===== src/rtl/frame_section_router.sv =====
// Tags the payload bytes that follow each MP3 frame header as CRC, side info or main data.
// Optional macro CRC_STRIP_EN: CRC bytes are absorbed into crc_word instead of being forwarded.
module frame_section_router #(
    parameter int unsigned DATA_W          = 8,
    parameter int unsigned HDR_BYTES       = 4,
    parameter int unsigned CRC_BYTES       = 2,
    parameter int unsigned SI_MONO_BYTES   = 17,
    parameter int unsigned SI_STEREO_BYTES = 32,
    parameter int unsigned FSIZE_W         = 11
) (
    input  logic               clk,
    input  logic               rst,
    input  logic               axiiv,
    input  logic [DATA_W-1:0]  axiid,
    input  logic               valid_header,
    input  logic [1:0]         mode,
    input  logic               prot,
    input  logic [FSIZE_W-1:0] frame_size,
    output logic [DATA_W-1:0]  data_out,
    output logic               data_out_valid,
    output logic               crc_16_ov,
    output logic               side_info_ov,
    output logic               fifo_buffer_ov,
    output logic               frame_done,
    output logic               frame_err,
    output logic [FSIZE_W-1:0] bytes_left,
    output logic [15:0]        crc_word
);

    localparam int unsigned EW = FSIZE_W + 1;

    localparam logic [1:0] ST_IDLE = 2'd0;
    localparam logic [1:0] ST_CRC  = 2'd1;
    localparam logic [1:0] ST_SIDE = 2'd2;
    localparam logic [1:0] ST_MAIN = 2'd3;

    localparam logic [EW-1:0]      ONE_E = {{(EW-1){1'b0}}, 1'b1};
    localparam logic [FSIZE_W-1:0] ONE_F = {{(FSIZE_W-1){1'b0}}, 1'b1};
    localparam logic [FSIZE_W-1:0] HDR_F = FSIZE_W'(HDR_BYTES);

    logic [1:0]         state_q, state_d;
    logic [EW-1:0]      sec_cnt_q, sec_cnt_d;
    logic [EW-1:0]      side_len_q, side_len_d;
    logic [EW-1:0]      main_len_q, main_len_d;
    logic [FSIZE_W-1:0] bytes_left_q, bytes_left_d;
    logic [DATA_W-1:0]  data_out_q, data_out_d;
    logic               dov_q, dov_d;
    logic               crc_f_q, crc_f_d;
    logic               side_f_q, side_f_d;
    logic               fifo_f_q, fifo_f_d;
    logic               done_q, done_d;
    logic               err_q, err_d;

    // Header-time section sizing, evaluated one bit wider than frame_size
    logic [EW-1:0] hdr_side;
    logic [EW-1:0] hdr_crc;
    logic [EW-1:0] hdr_need;
    logic [EW-1:0] fsize_ext;
    logic [EW-1:0] hdr_main;
    logic          hdr_short;
    logic          accept;
    logic          sec_last;

    always_comb begin
        hdr_side  = (mode == 2'b11) ? EW'(SI_MONO_BYTES) : EW'(SI_STEREO_BYTES);
        hdr_crc   = prot ? '0 : EW'(CRC_BYTES);
        hdr_need  = EW'(HDR_BYTES) + hdr_crc + hdr_side;
        fsize_ext = {1'b0, frame_size};
        hdr_short = fsize_ext < hdr_need;
        hdr_main  = fsize_ext - hdr_need;
    end

    assign accept   = axiiv && (state_q != ST_IDLE) && !valid_header;
    assign sec_last = (sec_cnt_q == ONE_E);

`ifdef CRC_STRIP_EN
    logic [15:0] crc_word_q, crc_word_d;
`endif

    always_comb begin
        state_d      = state_q;
        sec_cnt_d    = sec_cnt_q;
        side_len_d   = side_len_q;
        main_len_d   = main_len_q;
        bytes_left_d = bytes_left_q;
        data_out_d   = data_out_q;
        dov_d        = 1'b0;
        crc_f_d      = 1'b0;
        side_f_d     = 1'b0;
        fifo_f_d     = 1'b0;
        done_d       = 1'b0;
        err_d        = 1'b0;
`ifdef CRC_STRIP_EN
        crc_word_d   = crc_word_q;
`endif

        if (valid_header) begin
            // A header in any state restarts framing; outside IDLE the old frame was truncated
`ifdef CRC_STRIP_EN
            crc_word_d = '0;
`endif
            if (hdr_short) begin
                err_d        = 1'b1;
                state_d      = ST_IDLE;
                sec_cnt_d    = '0;
                bytes_left_d = '0;
            end else begin
                err_d        = (state_q != ST_IDLE);
                side_len_d   = hdr_side;
                main_len_d   = hdr_main;
                bytes_left_d = frame_size - HDR_F;
                if (hdr_crc != '0) begin
                    state_d   = ST_CRC;
                    sec_cnt_d = hdr_crc;
                end else begin
                    state_d   = ST_SIDE;
                    sec_cnt_d = hdr_side;
                end
            end
        end else if (accept) begin
            if (bytes_left_q != '0) begin
                bytes_left_d = bytes_left_q - ONE_F;
            end
            sec_cnt_d = sec_cnt_q - ONE_E;
            case (state_q)
                ST_CRC: begin
`ifdef CRC_STRIP_EN
                    crc_word_d = 16'({crc_word_q, axiid});
`else
                    dov_d      = 1'b1;
                    crc_f_d    = 1'b1;
                    data_out_d = axiid;
`endif
                    if (sec_last) begin
                        state_d   = ST_SIDE;
                        sec_cnt_d = side_len_q;
                    end
                end
                ST_SIDE: begin
                    dov_d      = 1'b1;
                    side_f_d   = 1'b1;
                    data_out_d = axiid;
                    if (sec_last) begin
                        if (main_len_q == '0) begin
                            state_d = ST_IDLE;
                            done_d  = 1'b1;
                        end else begin
                            state_d   = ST_MAIN;
                            sec_cnt_d = main_len_q;
                        end
                    end
                end
                ST_MAIN: begin
                    dov_d      = 1'b1;
                    fifo_f_d   = 1'b1;
                    data_out_d = axiid;
                    if (sec_last) begin
                        state_d = ST_IDLE;
                        done_d  = 1'b1;
                    end
                end
                default: begin
                end
            endcase
        end
    end

    always_ff @(posedge clk) begin
        if (rst) begin
            state_q      <= ST_IDLE;
            sec_cnt_q    <= '0;
            side_len_q   <= '0;
            main_len_q   <= '0;
            bytes_left_q <= '0;
            data_out_q   <= '0;
            dov_q        <= 1'b0;
            crc_f_q      <= 1'b0;
            side_f_q     <= 1'b0;
            fifo_f_q     <= 1'b0;
            done_q       <= 1'b0;
            err_q        <= 1'b0;
        end else begin
            state_q      <= state_d;
            sec_cnt_q    <= sec_cnt_d;
            side_len_q   <= side_len_d;
            main_len_q   <= main_len_d;
            bytes_left_q <= bytes_left_d;
            data_out_q   <= data_out_d;
            dov_q        <= dov_d;
            crc_f_q      <= crc_f_d;
            side_f_q     <= side_f_d;
            fifo_f_q     <= fifo_f_d;
            done_q       <= done_d;
            err_q        <= err_d;
        end
    end

`ifdef CRC_STRIP_EN
    always_ff @(posedge clk) begin
        if (rst) begin
            crc_word_q <= '0;
        end else begin
            crc_word_q <= crc_word_d;
        end
    end

    assign crc_word = crc_word_q;
`else
    assign crc_word = '0;
`endif

    assign data_out       = data_out_q;
    assign data_out_valid = dov_q;
    assign crc_16_ov      = crc_f_q;
    assign side_info_ov   = side_f_q;
    assign fifo_buffer_ov = fifo_f_q;
    assign frame_done     = done_q;
    assign frame_err      = err_q;
    assign bytes_left     = bytes_left_q;

endmodule


===== config.mk =====
export PLATFORM = sky130hd
export DESIGN_NAME = frame_section_router
export DESIGN_NICKNAME = d
export VERILOG_FILES = /design/src/rtl/frame_section_router.sv
export SDC_FILE = /design/constraint.sdc
export NUM_CORES = 1
export LEC_CHECK = 0
export ABC_AREA = 1
export ABC_CLOCK_PERIOD_IN_PS = 2210
export CAP_MARGIN = 0
export CORE_UTILIZATION = 48
export DETAILED_ROUTE_END_ITERATION = 6
export GPL_TIMING_DRIVEN = 0
export PLACE_DENSITY = 0.84
export SLEW_MARGIN = 5
export SYNTH_ARGS = -nofsm -noshare
export SYNTH_HDL_FRONTEND = slang
export SYNTH_SLANG_ARGS = --single-unit

===== constraint.sdc =====
create_clock -name clk -period 2.21 [get_ports clk]
set_input_delay 0.442 -clock clk [delete_from_list [all_inputs] [get_ports clk]]
set_output_delay 0.442 -clock clk [all_outputs]
set_load 0.02 [all_outputs]

### After elaboration in Yosys (flattened, before gate mapping)

Index checks and enable logic that the tools add are counted.

* equal/unequal tests: 8
* reduce and logical (&&, ||, !) cells: 17
* $lt $le $gt $ge: 1
* add/subtract/negate cells: 6
* multiplexer cells: 32
* bitwise gates (word level): 3

Operators with widths (count)
* 2-to-1 mux 12 bit: 5
* 2-to-1 mux 11 bit: 4
* case mux 12 bit (2 select lines): 1
* 2-to-1 mux 2 bit: 9
* 2-to-1 mux 6 bit: 3
* equality test 12 x 1 -> 1 bit, second input constant: 1
* logical NOT 12 bit: 1
* nonzero test 12 bit: 1
* subtractor 11 x 7 -> 12 bit: 1
* subtractor 12 x 1 -> 12 bit, second input constant: 1
* < comparator 11 x 7 -> 1 bit: 1
* nonzero test 11 bit: 1
* subtractor 11 x 1 -> 11 bit, second input constant: 1
* subtractor 11 x 3 -> 11 bit, second input constant: 1
* inequality test 3 bit, second input constant: 3
* 2-to-1 mux 1 bit: 8
* adder 4 x 6 -> 7 bit: 1
* equality test 2 bit, second input constant: 3
* case mux 2 bit (3 select lines): 1
* nonzero test 2 bit: 3
* OR reduction 3 bit: 2
* AND reduction 5 bit: 1
* adder 3 x 2 -> 4 bit, first input constant: 1
* AND reduction 2 bit: 2
* other kinds (8): 11

* register bits: 63
* logic and storage cells: 79
* input port bits: 26
* output and inout bits: 41

### Logic depth before layout (Yosys ltp)

* depth after elaboration: 6
* mapped depth: 16
* mapped depth without buffers: 15

### Worst setup path after synthesis

OpenSTA, ideal clock, no wires.

* path type: input -> register
* start: input mode[0]
* end: register bytes_left_q[5], in the netlist bytes_left[5]
* stages on the path: 14
* data arrival time: 2055 ps
* buffers on the path: 1
* required time: 2093 ps
* path slack: 39 ps
* setup time: 117 ps
* cell sequence: nand2_1 > inv_1 > ha_1 > inv_1 > fa_1 > nand2_1 > nand2_1 > nand4_1 > nand3_2 > nand2_4 > inv_4 > buf_6 > a211oi_2 > nor2_1

* cells in the longest elaborated chain, start to end: 6

Ends and longest elaborated chain
* start: declaration: RTL line 16 `input logic [1:0] mode,`
* equality test 2 bit: RTL line 65 `hdr_side = (mode == 2'b11) ? EW'(SI_MONO_BYTES) : EW'(SI_STEREO_BYTES);`
* 2-to-1 mux 6 bit: RTL line 65
* adder 4 x 6 -> 7 bit: RTL line 67 `hdr_need = EW'(HDR_BYTES) + hdr_crc + hdr_side;`
* named net hdr_need[0]: RTL line 57 `logic [EW-1:0] hdr_need;`
* < comparator 11 x 7 -> 1 bit: RTL line 69 `hdr_short = fsize_ext < hdr_need;`
* 2-to-1 mux 11 bit: RTL line 102 `if (hdr_short) begin`
* 2-to-1 mux 11 bit: RTL line 97 `if (valid_header) begin`
* end signal: assignment: RTL line 187 `bytes_left_q <= bytes_left_d;`
* end: declaration: RTL line 45 `logic [FSIZE_W-1:0] bytes_left_q, bytes_left_d;`

The timed path passes the listed nets, and every way through them passes these cells.
A chain may end at the register's enable or synchronous reset.

### Final worst setup path

* start: input frame_size[1]
* end: register sec_cnt_q[1]

* cells in the longest elaborated chain, start to end: 3

Ends and longest elaborated chain
* start: declaration: RTL line 18 `input logic [FSIZE_W-1:0] frame_size,`
* < comparator 11 x 7 -> 1 bit: RTL line 69
* 2-to-1 mux 6 bit: RTL line 102
* 2-to-1 mux 12 bit: RTL line 97
* end signal: assignment: RTL line 184 `sec_cnt_q <= sec_cnt_d;`
* end: declaration: RTL line 42 `logic [EW-1:0] sec_cnt_q, sec_cnt_d;`

Every way passes these cells.

==> flow_summary_export.csv <==
group,metric,value,unit
cells_and_area,mostFrequentLayoutCells,"100 x nand2_1, 63 x nor2_1, 61 x inv_1, 53 x dfxtp_1, 44 x clkdlybuf4s50_1",
clock_tree,cts-buffers-inserted,5,
synth,synthCells,535,
global_routing,grtUsageTotal,26.78,%
detailed_routing,drt-initial-drc-count,339,
run,maxCapViolCount,0,
placement,dp_hpwl,7.483,mm
synth,yosysWarnings,0,
timing,fin_crit,2138,ps
worst_setup_path,critical_path_class,"primary input to flip-flop",
synth,ys.flop_type,"dfxtp_1",
worst_setup_path,path_common_cell,"nand2_2",
cells_and_area,antennaDiodeCount,0,
timing,finalHoldViolCount,0,
timing,tightest_slew,581.5,ps
detailed_routing,avgViaCountPerCell,5.297,
placement,gp_congestion,0.9481,
timing,skew,12.22,ps
synth,synth.distinct_cells,47,
synth,async_flop_share,0,%
timing,drv_slew,0,
die,dieArea,7882,µm²
placement,port_buffers,48,
detailed_routing,ant_nets,0,
cells_and_area,utilization,62.01,%
status,status,"completed",
cells_and_area,seqCellArea,1061,µm²
cells_and_area,drive_gt1_share,15.83,%
worst_setup_path,critPathRequiredTime,2430,ps
synth,synth_edf_count,0,
timing,setup_violations,0,
detailed_routing,dr.pass1.iters,5,
timing,post-route-period-util,96.72,%
worst_setup_path,critPathArrivalTime,2350,ps
cells_and_area,nets,658,
cells_and_area,multi_input_area,2153,µm²
clock_tree,cts-root-buf,"clkbuf_8",
worst_setup_path,critPathMaxStageDelay,520,ps
power,p_per_area,584.8,nW/µm²
worst_setup_path,start_kind,"primary input",
cells_and_area,layout_commonest_cell,"nand2_1",
synth,ys_seq_elements,53,
global_routing,antenna_found_initial,0,
global_routing,grt_pass1_vias,3567,
clock_tree,cts_tree,"done",
cells_and_area,syn_to_final_growth,24.44,%
timing,fin_hold_ws,384.0,ps
global_routing,grt_pass1_wl,16.20,mm
die,chipHeight,88.78,µm
worst_setup_path,crit_chain,"clkdlybuf4s50_1, fa_2, nand2_2, nand2_2, nand4_1, nand3_2, nand2_4, inv_4, buf_6, nand2_2, nand3_1, nand2_1, inv_1",
die,ios,67,
worst_setup_path,cp_max_fo,7,
clock_tree,insertion_delay,320,ps
die,num_rows,31,
cells_and_area,n_fill_cell,665,
timing,max_slew_margin,61.23,%
clock_tree,clockBufferDepth,2,
timing,clock.fmax,0.4678,GHz
die,die_width,88.78,µm
clock_tree,htreeDepth,2,
synth,post_synth.cell_area_avg,6.756,µm²
detailed_routing,avgRoutedWirePerCell,14.16,µm
clock_tree,clk_pin_slew,90,ps
power,leakage,2.051,nW
global_routing,overflow,0,
worst_setup_path,cp-end-kind,"flip-flop",
detailed_routing,routed_wirelength,10.17,mm
power,vdd_drop_max,0.3236,mV
worst_setup_path,slowest_stage,"clkdlybuf4s50_1",
die,core,7253,µm²
detailed_routing,route.detailed.drc,0,
die,start_util,49.84,%
min_path,min_path_type,"primary input to flip-flop",
synth,ys_seq_area_share,29.35,%
synth,synthesis.area,3615,µm²
timing,fin_tns_setup,0,ps
detailed_routing,vias,3803,
global_routing,grt_max_degree,17,
clock_tree,cts_sinks,53,
power breakdown:
part / total [mW] / leakage (nW) / switching [mW] / internal [mW]
Combinational: 0.962 / 1.58 / 0.582 / 0.380
Sequential: 1.10 / 0.436 / 0.0753 / 1.03
Clock: 0.567 / 0.0374 / 0.343 / 0.224
flip-flops by register name, summed over array words and instances (netlist names):
name and flops:
main_len_q 12, data_out 8, bytes_left 11, state_q 2
side_info_ov 1, frame_err 1, data_out_valid 1, fifo_buffer_ov 1
frame_done 1, sec_cnt_q 12, side_len_q 2, crc_16_ov 1
cell families after synthesis:
group / synth area share, %
AOI/OAI and AO/OA: 18.00
xor gates and xnor gates: 4.119
adders and majority gates: 5.054
buffers and inverters: 13.78
DFF: 29.35
other: 0.1037
and+or+nand+nor: 29.59
metrics by stage:
stage                     setup WS (ps)  area, µm²  total power, mW  instances
after CTS                         32.09       4451            2.601        714
after global routing             -9.551       4498            2.772        718
after floorplan                   38.71       3671            1.750        550
after detailed placement         -851.0       4275            2.027        697
final                             72.41       4498            2.630        718
after global placement           -853.2       4275            1.999        697
critical path, delay by kind of cell:
family | cells | cell delay, ps
adders and majority gates | 1 | 420
and+or+nand+nor | 8 | 740
buffers and inverters | 4 | 750
layout make-up:
cell class,instances,area share [%]
clock buffer,6,1.613
timing repair buffer,61,12.77
tap,99,2.754
inverter,79,6.732
sequential,53,23.59
multi-input combinational,390,47.87
buffer,28,4.339
clock inverter,2,0.3338
what timing repair did:
action,4_1_cts,5_1_grt
gates cloned,1,0
pin swaps,7,7
setup buffers,8,4
setup endpoints to repair,32,26
hold buffers,0,0
gates resized for setup,14,7
synthesized netlist by cell type, types with 7 or more instances:
cell type  count  area [µm²]
o21ai_0       47       235.2
dfxtp_1       53        1061
nand2_1      103       386.6
nand3_1       26       130.1
inv_2          9       33.78
ha_1          13       162.7
o21ai_1       14       70.07
buf_4         19       142.6
a21oi_1       31       155.2
nand4_1        7       43.79
inv_1         64       240.2
nor2_1        64       240.2
xor2_1        13       113.9
routing by layer:
metal	GRT usage (%)	share of wire (%)	up-vias
met3	3.918	7.5	27
met5	0	0	-
met1	31.79	39	1740
li1	-	-	1862
met4	11.00	2.8	0
met2	48.18	51	174
final timing paths:
check,from,end,slack (ps),depth (start not counted)
min reg2reg,sec_cnt_q[8],sec_cnt_q[8],460,2
max,frame_size[1],sec_cnt_q[1],70,13
min,rst,sec_cnt_q[6],380,2
max reg2reg,state_q[0],bytes_left[4],250,10
(Power assumes the default switching activity.)
